===== src/rtl/shared_reg_pkg.sv =====
// Shared definitions for the shared-register arbiter slice.
//   state_t : arbiter FSM state encoding (IDLE / GRANT / WRITE)
//   idx_w() : width of a requester index for a given requester count
package shared_reg_pkg;

   typedef enum logic [1:0] {
      ST_IDLE  = 2'd0,
      ST_GRANT = 2'd1,
      ST_WRITE = 2'd2
   } state_t;

   // IDXW helper: $clog2 of the requester count, never narrower than 1 bit
   function automatic int unsigned idx_w(input int unsigned n);
      return (n < 2) ? 1 : $clog2(n);
   endfunction

endpackage


===== src/rtl/shared_reg_arbiter_rr_pick.sv =====
// Combinational round-robin picker.
//   req    : per-requester request vector
//   ptr    : index where the priority search starts
//   any    : at least one request is present
//   winner : first requester with req set, searching ascending from ptr
//            and wrapping from NREQ-1 back to 0
module rr_pick
   import shared_reg_pkg::*;
#(
   parameter int NREQ = 4,
   parameter int IDXW = idx_w(NREQ)
) (
   input  logic [NREQ-1:0] req,
   input  logic [IDXW-1:0] ptr,
   output logic            any,
   output logic [IDXW-1:0] winner
);

   int unsigned w_idx;

   always_comb begin
      any    = 1'b0;
      winner = '0;
      w_idx  = 0;
      for (int unsigned i = 0; i < NREQ; i++) begin
         // explicit wrap keeps the rotation correct for non-power-of-2 NREQ
         w_idx = 32'(ptr) + i;
         if (w_idx >= NREQ) w_idx = w_idx - NREQ;
         if (!any && req[IDXW'(w_idx)]) begin
            any    = 1'b1;
            winner = IDXW'(w_idx);
         end
      end
   end

endmodule


===== src/rtl/shared_reg_arbiter.sv =====
// Round-robin controller for one shared WIDTH-bit register written by NREQ
// requesters. One requester is granted at a time; the granted requester's
// data is loaded into the shared register and the write is acknowledged.
//   clk   : rising-edge clock
//   reset : asynchronous active-low reset
//   req   : per-requester write request (level, held until ack)
//   wdata : write data, requester i on bits [i*WIDTH +: WIDTH]
//   gnt   : one-hot registered grant, high during GRANT
//   ack   : one-hot one-cycle write-done pulse, high during WRITE
//   q     : shared register contents
//   owner : index of the last requester that completed a write
//   busy  : high in GRANT and WRITE
module shared_reg_arbiter
   import shared_reg_pkg::*;
#(
   parameter int NREQ  = 4,
   parameter int WIDTH = 8
) (
   input  logic                     clk,
   input  logic                     reset,
   input  logic [NREQ-1:0]          req,
   input  logic [NREQ*WIDTH-1:0]    wdata,
   output logic [NREQ-1:0]          gnt,
   output logic [NREQ-1:0]          ack,
   output logic [WIDTH-1:0]         q,
   output logic [idx_w(NREQ)-1:0]   owner,
   output logic                     busy
);

   localparam int IDXW = idx_w(NREQ);
   localparam logic [IDXW-1:0] LAST = IDXW'(NREQ - 1);

   state_t           r_state, w_state_nxt;
   logic [NREQ-1:0]  r_gnt, w_gnt_nxt;
   logic [NREQ-1:0]  r_ack, w_ack_nxt;
   logic [WIDTH-1:0] r_q, w_q_nxt;
   logic [IDXW-1:0]  r_owner, w_owner_nxt;
   logic [IDXW-1:0]  r_ptr, w_ptr_nxt;
   logic [IDXW-1:0]  r_win, w_win_nxt;
   logic             r_busy, w_busy_nxt;

   logic             w_any;
   logic [IDXW-1:0]  w_winner;
   logic [WIDTH-1:0] w_lane [NREQ];

   for (genvar gi = 0; gi < NREQ; gi++) begin : g_lane
      assign w_lane[gi] = wdata[gi*WIDTH +: WIDTH];
   end

   rr_pick #(
      .NREQ (NREQ),
      .IDXW (IDXW)
   ) u_pick (
      .req    (req),
      .ptr    (r_ptr),
      .any    (w_any),
      .winner (w_winner)
   );

   always_ff @(posedge clk or negedge reset) begin
      if (!reset) begin
         r_state <= ST_IDLE;
         r_gnt   <= '0;
         r_ack   <= '0;
         r_q     <= '0;
         r_owner <= '0;
         r_ptr   <= '0;
         r_win   <= '0;
         r_busy  <= 1'b0;
      end else begin
         r_state <= w_state_nxt;
         r_gnt   <= w_gnt_nxt;
         r_ack   <= w_ack_nxt;
         r_q     <= w_q_nxt;
         r_owner <= w_owner_nxt;
         r_ptr   <= w_ptr_nxt;
         r_win   <= w_win_nxt;
         r_busy  <= w_busy_nxt;
      end
   end

   always_comb begin
      w_state_nxt = r_state;
      unique case (r_state)
         ST_IDLE:  if (w_any) w_state_nxt = ST_GRANT;
         ST_GRANT: w_state_nxt = req[r_win] ? ST_WRITE : ST_IDLE;
         ST_WRITE: w_state_nxt = ST_IDLE;
         default:  w_state_nxt = ST_IDLE;
      endcase
   end

   // Next values of the registered outputs; all outputs come straight from
   // registers so grant/ack never glitch with req.
   always_comb begin
      w_gnt_nxt   = '0;
      w_ack_nxt   = '0;
      w_q_nxt     = r_q;
      w_owner_nxt = r_owner;
      w_ptr_nxt   = r_ptr;
      w_win_nxt   = r_win;
      w_busy_nxt  = 1'b0;
      unique case (r_state)
         ST_IDLE: begin
            if (w_any) begin
               w_gnt_nxt[w_winner] = 1'b1;
               w_win_nxt           = w_winner;
               w_busy_nxt          = 1'b1;
            end
         end
         ST_GRANT: begin
            // a dropped request aborts: no write, pointer keeps its priority
            if (req[r_win]) begin
               w_q_nxt          = w_lane[r_win];
               w_ack_nxt[r_win] = 1'b1;
               w_owner_nxt      = r_win;
               w_ptr_nxt        = (r_win == LAST) ? '0 : r_win + 1'b1;
               w_busy_nxt       = 1'b1;
            end
         end
         default: ;
      endcase
   end

   assign gnt   = r_gnt;
   assign ack   = r_ack;
   assign q     = r_q;
   assign owner = r_owner;
   assign busy  = r_busy;

endmodule

===== config.mk =====
export PLATFORM = sky130hd
export DESIGN_NAME = shared_reg_arbiter
export DESIGN_NICKNAME = d
export VERILOG_FILES = /design/src/rtl/shared_reg_pkg.sv /design/src/rtl/shared_reg_arbiter_rr_pick.sv /design/src/rtl/shared_reg_arbiter.sv
export SDC_FILE = /design/constraint.sdc
export NUM_CORES = 1
export LEC_CHECK = 0
export BUFFER_PORTS_ARGS = -buffer_cell sky130_fd_sc_hd__buf_2
export CORE_AREA = 2 2 57 59
export DETAILED_ROUTE_END_ITERATION = 12
export DIE_AREA = 0 0 59 61
export PLACE_DENSITY = 0.7
export SLEW_MARGIN = 20
export SYNTH_ARGS = -nofsm -noshare
export SYNTH_HDL_FRONTEND = slang
export SYNTH_SLANG_ARGS = --single-unit

===== constraint.sdc =====
create_clock -name clk -period 2.5 [get_ports clk]
set_input_delay 0.375 -clock clk [delete_from_list [all_inputs] [get_ports clk]]
set_output_delay 0.375 -clock clk [all_outputs]
set_load 0.01 [all_outputs]

# Yosys cells after proc, flatten, opt, wreduce, memory -nomap -nowiden
# Index checks and enable logic that the tools add are counted.
dict set report totals {
  regBits 25
  word_cells 84
  input_bits 38
  output_inout_bits 19
}
dict set report op_classes {
  muxes 40
  n_bitwise 1
  n_lt_le_gt_ge 13
  n_reduce_logical 11
  eq_ne 3
  addsub 8
}
# op count
set op_table {}
lappend op_table {{$mux W2} 11}
lappend op_table {{$lt A2 B3 Y1 const B} 6}
lappend op_table {{$bmux W8 S2} 1}
lappend op_table {{$mux W4} 4}
lappend op_table {{$mux W8} 2}
lappend op_table {{$mux W1} 13}
lappend op_table {{$ge A3 B3 Y1 const B} 4}
lappend op_table {{$bmux W1 S2} 5}
lappend op_table {{$sub A2 B1 Y2 const B} 4}
lappend op_table {{$add A2 B2 Y3 const B} 2}
lappend op_table {{$logic_and A1 B1 Y1} 5}
lappend op_table {{$demux W1 S2} 2}
lappend op_table {{$ge A2 B1 Y1 const B} 2}
lappend op_table {{$pmux W2 S2} 1}
lappend op_table {{$reduce_and A2 Y1} 2}
lappend op_table {{$add A2 B1 Y3 const B} 1}
lappend op_table {{$ge A2 B3 Y1 const B} 1}
lappend op_table {{$logic_not A1 Y1} 3}
lappend op_table {{$not A2 Y3} 1}
lappend op_table {{$add A2 B1 Y2 const B} 1}
lappend op_table {{$eq A2 B1 Y1 const B} 1}
lappend op_table {{$eq A2 B2 Y1 const B} 1}
lappend op_table {{$logic_not A2 Y1} 1}
lappend op_table {{$ne A2 B1 Y1 const B} 1}
lappend op_table {{$pmux W1 S2} 1}

# Longest topological paths before layout
# Gate-level depths: netlist (run 1).
dict set report logic_depth {
  depth_word 20
  ltp_mapped 7
  ltp_nobuf 4
}

# By module
# Synthesis (run 1) repeated with hierarchy kept, for this count alone.
dict set report unflattened {
  cells_unflattened 90
  area_unflattened_um2 1272.5
}
# mod n_inst area_per_inst_um2 cells_each seq_area_each_um2
set by_module_without_submodules {}
lappend by_module_without_submodules {shared_reg_arbiter 1 1194.9 75 625.6}
lappend by_module_without_submodules {rr_pick 1 77.6 15 0.0}

# Worst setup path before layout (run 1)
# OpenSTA, ideal clock, no wires.
dict set report synth_path {
  path_kind {register to register}
  from {register r_win[0]}
  to {register r_owner[0], in the netlist owner[0]}
  required_ps 2375
  period_less_slack_ps 1842
  stages_incl_launch_ff 8
  setup_slack_ps 658
  n_path_buf 3
  setup_ps 125
  arrival_time_ps 1717
  path_cell_list {dfrtp_1 -> buf_6 -> mux2i_1 -> or4b_4 -> nand2b_2 -> buf_6 -> buf_12 -> mux2_4}
}
dict set report synth_between {
  elab_chain_len 3
}
# element line
set synth_rtl {}
lappend synth_rtl {{from (decl)} shared_reg_arbiter.sv:39} ;# logic [IDXW-1:0] r_win, w_win_nxt;
lappend synth_rtl {{from (signal assigned)} shared_reg_arbiter.sv:77} ;# r_win <= w_win_nxt;
lappend synth_rtl {{$bmux W1 S2} shared_reg_arbiter.sv:112} ;# if (req[r_win]) begin
lappend synth_rtl {{$mux W1 (implied by the code)} shared_reg_arbiter.sv:112}
lappend synth_rtl {{$reduce_and A2 Y1 (no line)} -}
lappend synth_rtl {{to (signal assigned)} shared_reg_arbiter.sv:75} ;# r_owner <= w_owner_nxt;
lappend synth_rtl {{to (decl)} shared_reg_arbiter.sv:37} ;# logic [IDXW-1:0] r_owner, w_owner_nxt;
# Several ways; a longest one is shown, not always the timed one. The select of a mux whose other input is x is not followed.
# A chain may end at the register's enable or synchronous reset.

# Worst setup path in the final report (run 1)
dict set report layout_path {
  from {register r_win[0]}
  to {register r_q[4], in the netlist q[4]}
}
dict set report layout_between {
  elab_chain_len 4
  elab_cells_between_ends 7
  classes_between {mux (5); bitwise (1); reduce/logical (1)}
}
# element line
set layout_rtl {}
lappend layout_rtl {{$not A2 Y3 (implied by the code)} shared_reg_arbiter.sv:113} ;# w_q_nxt = w_lane[r_win];
lappend layout_rtl {{$bmux W8 S2} shared_reg_arbiter.sv:113}
lappend layout_rtl {{$mux W8 (implied by the code) (2 in a row)} shared_reg_arbiter.sv:113}
lappend layout_rtl {{to (signal assigned)} shared_reg_arbiter.sv:74} ;# r_q <= w_q_nxt;
lappend layout_rtl {{to (decl)} shared_reg_arbiter.sv:36} ;# logic [WIDTH-1:0] r_q, w_q_nxt;
# Several ways; a longest one is shown, not always the timed one. The select of a mux whose other input is x is not followed.

==> flow_summary_export.csv, run 1 <==
group,metric,value,unit
grt,overflow,0,
sta,worst_pin_slew,0.547,ns
sta,finalMaxSlewViolations,0,
synth,synth_most_common_cell,"dfrtp_1",
synth,synthArstFlopShare,100,%
power,powerDensity,1130,mW/mm2
sta,hold_viol,0,
place,dp_cells,173,
sta,post-route-period-util,74.8,%
place,dpl_cell_area,0.00157,mm2
detailed_routing,drtPass1Iterations,4,
critical_path,r2r_cells,4,
sta,slew_headroom,63.3,%
floorplan,die_area,0.00360,mm2
detailed_routing,ant_nets,0,
synth,syn_avg_cell_area,14.8,um2
power,pwr-share-clk,9.5,%
finish,fin_nets,187,
synth,synth.area.top_cells,"dfrtp_1, mux4_2, mux2_2",
sta,hold_ws,0.0280,ns
floorplan,die_w,59,um
sta,fmax,0.534,GHz
sta,finClkSkew,0.00829,ns
finish,fin_area,0.00159,mm2
clocking,clk_path_buf_depth,2,
power,p_switching,0.631,mW
critical_path,required,2.71,ns
detailed_routing,via_per_inst,5.05,
critical_path,worstPathMaxFanout,17,
synth,syn-num-nets,129,
place,dp_hpwl,1870,um
power,swShare,35.1,%
finish,antennaDiodeCount,0,
synth,yosysUniqueCellTypes,28,
power,p_leak,0.822,nW
critical_path,cp.arrival,2.08,ns
critical_path,worstSetupStartpointType,"flip-flop",
clocking,ctsResizeCount,0,
clocking,cts.sinks,25,
finish,num-fill-cells,260,
synth,synth-edff-count,0,
power,seqPwrFrac,38.1,%
detailed_routing,wire_per_inst,13.5,um
sta,setup_violations,0,
synth,ys_seq_area_share,48.7,%
floorplan,core_area,0.00295,mm2
synth,ys_ff_latch,25,
finish,fin_util,54.0,%
synth,yosys-top-cells-count,"dfrtp_1, mux2_2, mux4_2",
floorplan,placementRows,20,
clocking,tritoncts,"done",
run_status,status,"finished, final reports clean",
floorplan,initial_utilization,43.5,%
clocking,postCtsSetupRepairBufs,0,
detailed_routing,route.detailed.drc,0,
detailed_routing,drt-initial-drc-count,20,
finish,areaGrowthSynthToFinish,24.1,%
grt,grt_pass1_wl,3710,um
clocking,numCtsBuffers,3,
grt,grt_antenna_before_repair,0,
job,cap_violations,0,
clocking,clock_latency,0.30,ns
finish,final_layout_size_suffix_gt1_share,57.6,%
clocking,cts.clk_slew.worst_paths,0.13,ns
power,peakVddDrop,0.537,mV
clocking,htreeDepth,1,
synth,synth_top_area_share,48.7,%
clocking,root_buffer,"clkbuf_4",
power,p_int,1.17,mW
clocking,holdBufCountCts,0,
floorplan,die-height,61,um
sta,tns,0,ns
grt,first_global_vias,840,
synth,syn-cell-area,0.00128,mm2
grt,grt.total_usage,13.8,%
synth,yosys_most_used_dff,"dfrtp_1",
floorplan,io_pins,57,
detailed_routing,drt-total-wl,2390,um
power,combPwrFrac,52.5,%
detailed_routing,vias,893,
critical_path,setup.worst_path.end_class,"flip-flop",
place,port-buffer-count,56,
sta,rsz0062_at_grt,"no",
synth,netlist.top_cell.by_area,"dfrtp_1",
place,globalplace.congestion,0.739,
synth,syn_inst,87,
synth,synth_warnings,0,
grt,grt_max_degree,26,
critical_path,crit_type,"flip-flop to flip-flop",
hold_path,hp-class,"input port to async pin",
finish,instances_no_fill,177,
sta,min_period,1.87,ns
-- logic make-up (layout without fill, tap and decap cells) --
kind of cell             after synthesis  after routing  share of synthesized area (%)
adder cells (fa/ha/maj)                4              4                           3.89
AO/OA/AOI/OAI                          7              7                           3.60
multiplexers                          24             24                           29.2
buffers and inverters                 10             67                           5.65
flip-flops                            25             25                           48.7
AND/OR/NAND/NOR                       17             17                           8.96
-- power groups by stage --
| stage | Combinational (mW) | Clock, mW | Sequential, mW |
|---|---|---|---|
| finish | 0.944 | 0.170 | 0.686 |
| global route | 1.05 | 0.192 | 0.713 |
| CTS | 0.962 | 0.176 | 0.687 |
| global placement | 0.925 | 0 | 0.693 |
| detailed placement | 0.957 | 0 | 0.694 |
| floorplan | 0.691 | 0 | 0.743 |
-- critical path, cell delays in order, from the launching register on --
cell      delay (ns)
dfrtp_1         0.44
mux2i_1         0.13
or4b_4          0.49
nand2b_2        0.33
mux2_2          0.38
-- metal layers --
layer  up-vias  global-route usage, %  wire [um]
li1        430                      -          -
met1       432                   17.9        968
met2        29                   23.8       1280
met3         2                   2.35        123
met4         0                   3.90         22
met5         -                      0          0
-- state kept, by name, summed over array words and instances (netlist names) --
register	count
r_state	2
owner	2
busy	1
gnt	4
r_win	2
q	8
r_ptr	2
ack	4
-- through the flow --
| stage | setup slack, ns | total power [mW] |
|---|---|---|
| after global placement | 0.614 | 1.62 |
| after floorplan | 0.658 | 1.43 |
| after CTS | 0.608 | 1.83 |
| final | 0.629 | 1.80 |
| after detailed placement | 0.566 | 1.65 |
| after global routing | 0.515 | 1.95 |
-- placed cells by master, fill, tap and decap left out, types with 3 or more instances in the layout --
master    instances
mux2i_1           3
mux4_2            7
a21oi_1           3
ha_1              4
dfrtp_1          25
buf_2            56
mux2_4            4
mux2_2            9
clkbuf_4          3
inv_1             5
and2_1            4
-- final timing paths --
path,startpoint,endpoint,slack (ns)
max in group asynchronous,reset,r_win[0],2.12
min reg2reg,owner[1],owner[1],0.50
min,reset,ack[0],0.03
max,r_win[0],q[4],0.63
max reg2reg,r_win[0],q[4],0.63
min in group clk,owner[1],owner[1],0.50
-- cell type report --
class | count | area, um2 | share of cell area, %
clock buffers | 4 | 26.3 | 1.65
inverters | 5 | 18.8 | 1.18
multi-input cells | 52 | 587 | 36.8
flip-flops and latches | 25 | 626 | 39.2
well taps | 33 | 41.3 | 2.59
repair buffers | 58 | 295 | 18.5
Note: power is estimated with default switching activity, not from simulation.
==> run 2: changes to the inputs <==
--- a/config.mk
+++ b/config.mk
@@ -5,11 +5,12 @@
 export SDC_FILE = /design/constraint.sdc
 export NUM_CORES = 1
 export LEC_CHECK = 0
+export ABC_AREA = 1
 export BUFFER_PORTS_ARGS = -buffer_cell sky130_fd_sc_hd__buf_2
-export CORE_AREA = 2 2 57 59
+export CORE_AREA = 2 2 61 63
 export DETAILED_ROUTE_END_ITERATION = 12
-export DIE_AREA = 0 0 59 61
-export PLACE_DENSITY = 0.7
+export DIE_AREA = 0 0 63 65
+export PLACE_DENSITY = 0.68
 export SLEW_MARGIN = 20
 export SYNTH_ARGS = -nofsm -noshare
 export SYNTH_HDL_FRONTEND = slang
==> constraint.sdc (replaced) <==
create_clock -name clk -period 1.91 [get_ports clk]
set_input_delay 0.2865 -clock clk [delete_from_list [all_inputs] [get_ports clk]]
set_output_delay 0.2865 -clock clk [all_outputs]
set_load 0.01 [all_outputs]
==> run 2 against run 1 <==
Routed wire length increased by 40%. Hold slack improved by 0.30 ns. Sequential share of layout area decreased by 5.1 points. Die area increased by 14%. Largest power group unchanged.
==> flow_summary_export.csv, run 2 <==
group,metric,value,unit
sta,rsz0062_at_grt,"no",
detailed_routing,met3WireLength,188,um
critical_path,worstSetupStartpointType,"flip-flop",
synth,ys_ff_latch,25,
synth,synth-compound-area-share,13.4,%
clocking,htreeDepth,1,
critical_path,path_cells,"inv_2 > nand2_1 > nand3_1 > nand2_2 > inv_1 > a21oi_1 > nand2_1 > nand2_1 > nand2_1 > nor2_1",
detailed_routing,top_layer_used,"met4",
synth,yosysUniqueCellTypes,22,
sta,hold_ws,0.325,ns
critical_path,crit_type,"flip-flop to flip-flop",
critical_path,worstPathMaxFanout,11,
synth,synth_mux_area_share,0,%
detailed_routing,wire_per_inst,10.8,um
sta,slew_headroom,63.5,%
floorplan,io_pins,57,
synth,synth.area.top_cells,"dfrtp_1, nand2_1, o21ai_0",
clocking,ctsResizeCount,0,
job,cap_violations,0,
grt,first_global_vias,1374,
synth,syn_avg_cell_area,7.22,um2
floorplan,die-height,65,um
finish,final_common_cell,"nand2_1",
floorplan,core_area,0.00350,mm2
place,globalplace.congestion,0.850,
synth,synth_most_common_cell,"nand2_1",
finish,fin_util,52.5,%
clocking,cts.sinks,25,
synth,yosys-top-cells-count,"nand2_1, nor2_1, dfrtp_1",
finish,final_cell_mix,"nand2_1, buf_2, nor2_1",
detailed_routing,drt-total-wl,3340,um
sta,post-route-period-util,87.6,%
clocking,clock_latency,0.31,ns
finish,antennaDiodeCount,0,
place,port-buffer-count,56,
synth,syn_inst,203,
grt,overflow,0,
critical_path,path_delay_family,"simple AND/OR/NAND/NOR gates",
sta,worst_pin_slew,0.548,ns
sta,setup_violations,0,
clocking,numCtsBuffers,3,
finish,largest_register_ffs,8,
synth,syn-cell-area,0.00147,mm2
detailed_routing,drt-initial-drc-count,42,
power,peakVddDrop,0.639,mV
hold_path,hp-start,"wdata[2]",
sta,finalMaxSlewViolations,0,
synth,ys_seq_area_share,42.7,%
synth,syn-num-nets,245,
clocking,postCtsSetupRepairBufs,0,
critical_path,crit_top_cell,"nand2_1",
detailed_routing,route.detailed.drc,0,
critical_path,worstSetupStartpoint,"r_ptr[0]",
synth,yosys.area_share.adder,3.42,%
sta,tns,0,ns
critical_path,setup.worst_path.end_class,"flip-flop",
hold_path,hp-class,"input port to flip-flop",
run_status,status,"finished, final reports clean",
detailed_routing,vias,1449,
power,p_leak,1.04,nW
sta,finClkSkew,0.00169,ns
power,powerDensity,1580,mW/mm2
detailed_routing,ant_nets,0,
sta,min_period,1.67,ns
place,place_ws,0.245,ns
finish,fin_nets,304,
finish,num-fill-cells,370,
sta,hold_viol,0,
detailed_routing,drtPass1Iterations,4,
detailed_routing,dr_wl_met2,1600,um
clocking,tritoncts,"done",
synth,synth_xor_area_share,0,%
detailed_routing,wl_met1,1530,um
synth,synth_top_area_share,42.7,%
clocking,clk_path_buf_depth,2,
critical_path,cp.arrival,1.93,ns
critical_path,required,2.17,ns
synth,synth_top_family_by_area,"simple AND/OR/NAND/NOR gates",
critical_path,crit_path_max_incr_delay,0.57,ns
grt,grt.total_usage,17.4,%
synth,synth-edff-count,0,
critical_path,reg2reg_from,"r_ptr[0]",
critical_path,cp_slowest_cell,"dfrtp_1",
sta,fmax,0.598,GHz
floorplan,die_area,0.00410,mm2
finish,areaGrowthSynthToFinish,25.2,%
clocking,root_buffer,"clkbuf_4",
floorplan,placementRows,22,
synth,netlist.top_cell.by_area,"dfrtp_1",
grt,grt_max_degree,26,
critical_path,worst-path-buf-inv,2,
finish,final_layout_size_suffix_gt1_share,31.8,%
clocking,cts.clk_slew.worst_paths,0.14,ns
grt,grt_pass1_wl,5800,um
floorplan,die_w,63,um
detailed_routing,via_per_inst,4.69,
floorplan,initial_utilization,41.9,%
sta,finalWorstSetupSlack,0.237,ns
synth,synth_warnings,0,
synth,yosys_most_used_dff,"dfrtp_1",
synth,synthSimpleGateAreaFrac,32.8,%
place,dp_hpwl,2560,um
synth,synthArstFlopShare,100,%
grt,grt_antenna_before_repair,0,
==> run 2: power by group <==
group / leakage [nW] / switching [mW] / total, mW / internal [mW]
registers: 0.319 / 0.189 / 0.931 / 0.742
clock network: 0.0139 / 0.161 / 0.241 / 0.0798
logic: 0.703 / 1.08 / 1.73 / 0.642
==> run 2: logic make-up (layout without fill, tap and decap cells) <==
| logic type | after synthesis | after routing |
|---|---|---|
| compound gates | 36 | 36 |
| flops | 25 | 25 |
| fa+ha+maj | 4 | 4 |
| simple gates | 112 | 112 |
| buf+inv | 26 | 84 |
==> run 2: metal layers <==
metal / GRT usage, % / up-vias
li1: - / 763
met1: 22.6 / 639
met2: 31.0 / 45
met3: 2.60 / 2
met4: 3.33 / 0
met5: 0 / -
==> run 2: stage by stage <==
step | power, mW | cells | area [um2]
6_report | 2.90 | 309 | 1830
5_1_grt | 3.24 | 309 | 1830
4_1_cts | 2.94 | 309 | 1830
3_5_place_dp | 2.68 | 304 | 1790
3_3_place_gp | 2.67 | 304 | 1790
2_1_floorplan | 2.22 | 203 | 1470
==> run 2: worst min-delay path, delay by kind of cell <==
kind	cells	cell delay, ns
simple gates	3	0.15
buf+inv	1	0.08
compound gates	1	0.11
==> run 2: cell type report <==
cell class | count | area (um2) | area share, %
Clock buffer | 3 | 22.5 | 1.23
Clock inverter | 1 | 7.51 | 0.409
Tap cell | 48 | 60.1 | 3.27
Sequential cell | 25 | 626 | 34.1
Timing Repair Buffer | 61 | 320 | 17.5
Inverter | 19 | 71.3 | 3.89
Multi-Input combinational cell | 152 | 727 | 39.6
==> run 2: timing repair <==
| action | in CTS | in global routing |
|---|---|---|
| hold buffers | 1 | 0 |
| endpoints found under the setup margin | 0 | 0 |
| hold endpoints to repair | 25 | 0 |
==> run 2: final timing paths <==
kind                       slack, ns  depth (start not counted)     end
max                             0.24                         10  gnt[2]
min                             0.33                          5    q[2]
min reg2reg                     0.50                          2    q[5]
max reg2reg                     0.24                         10  gnt[2]
max in group asynchronous       1.08                          2  ack[0]
min in group asynchronous       0.47                          2  gnt[1]
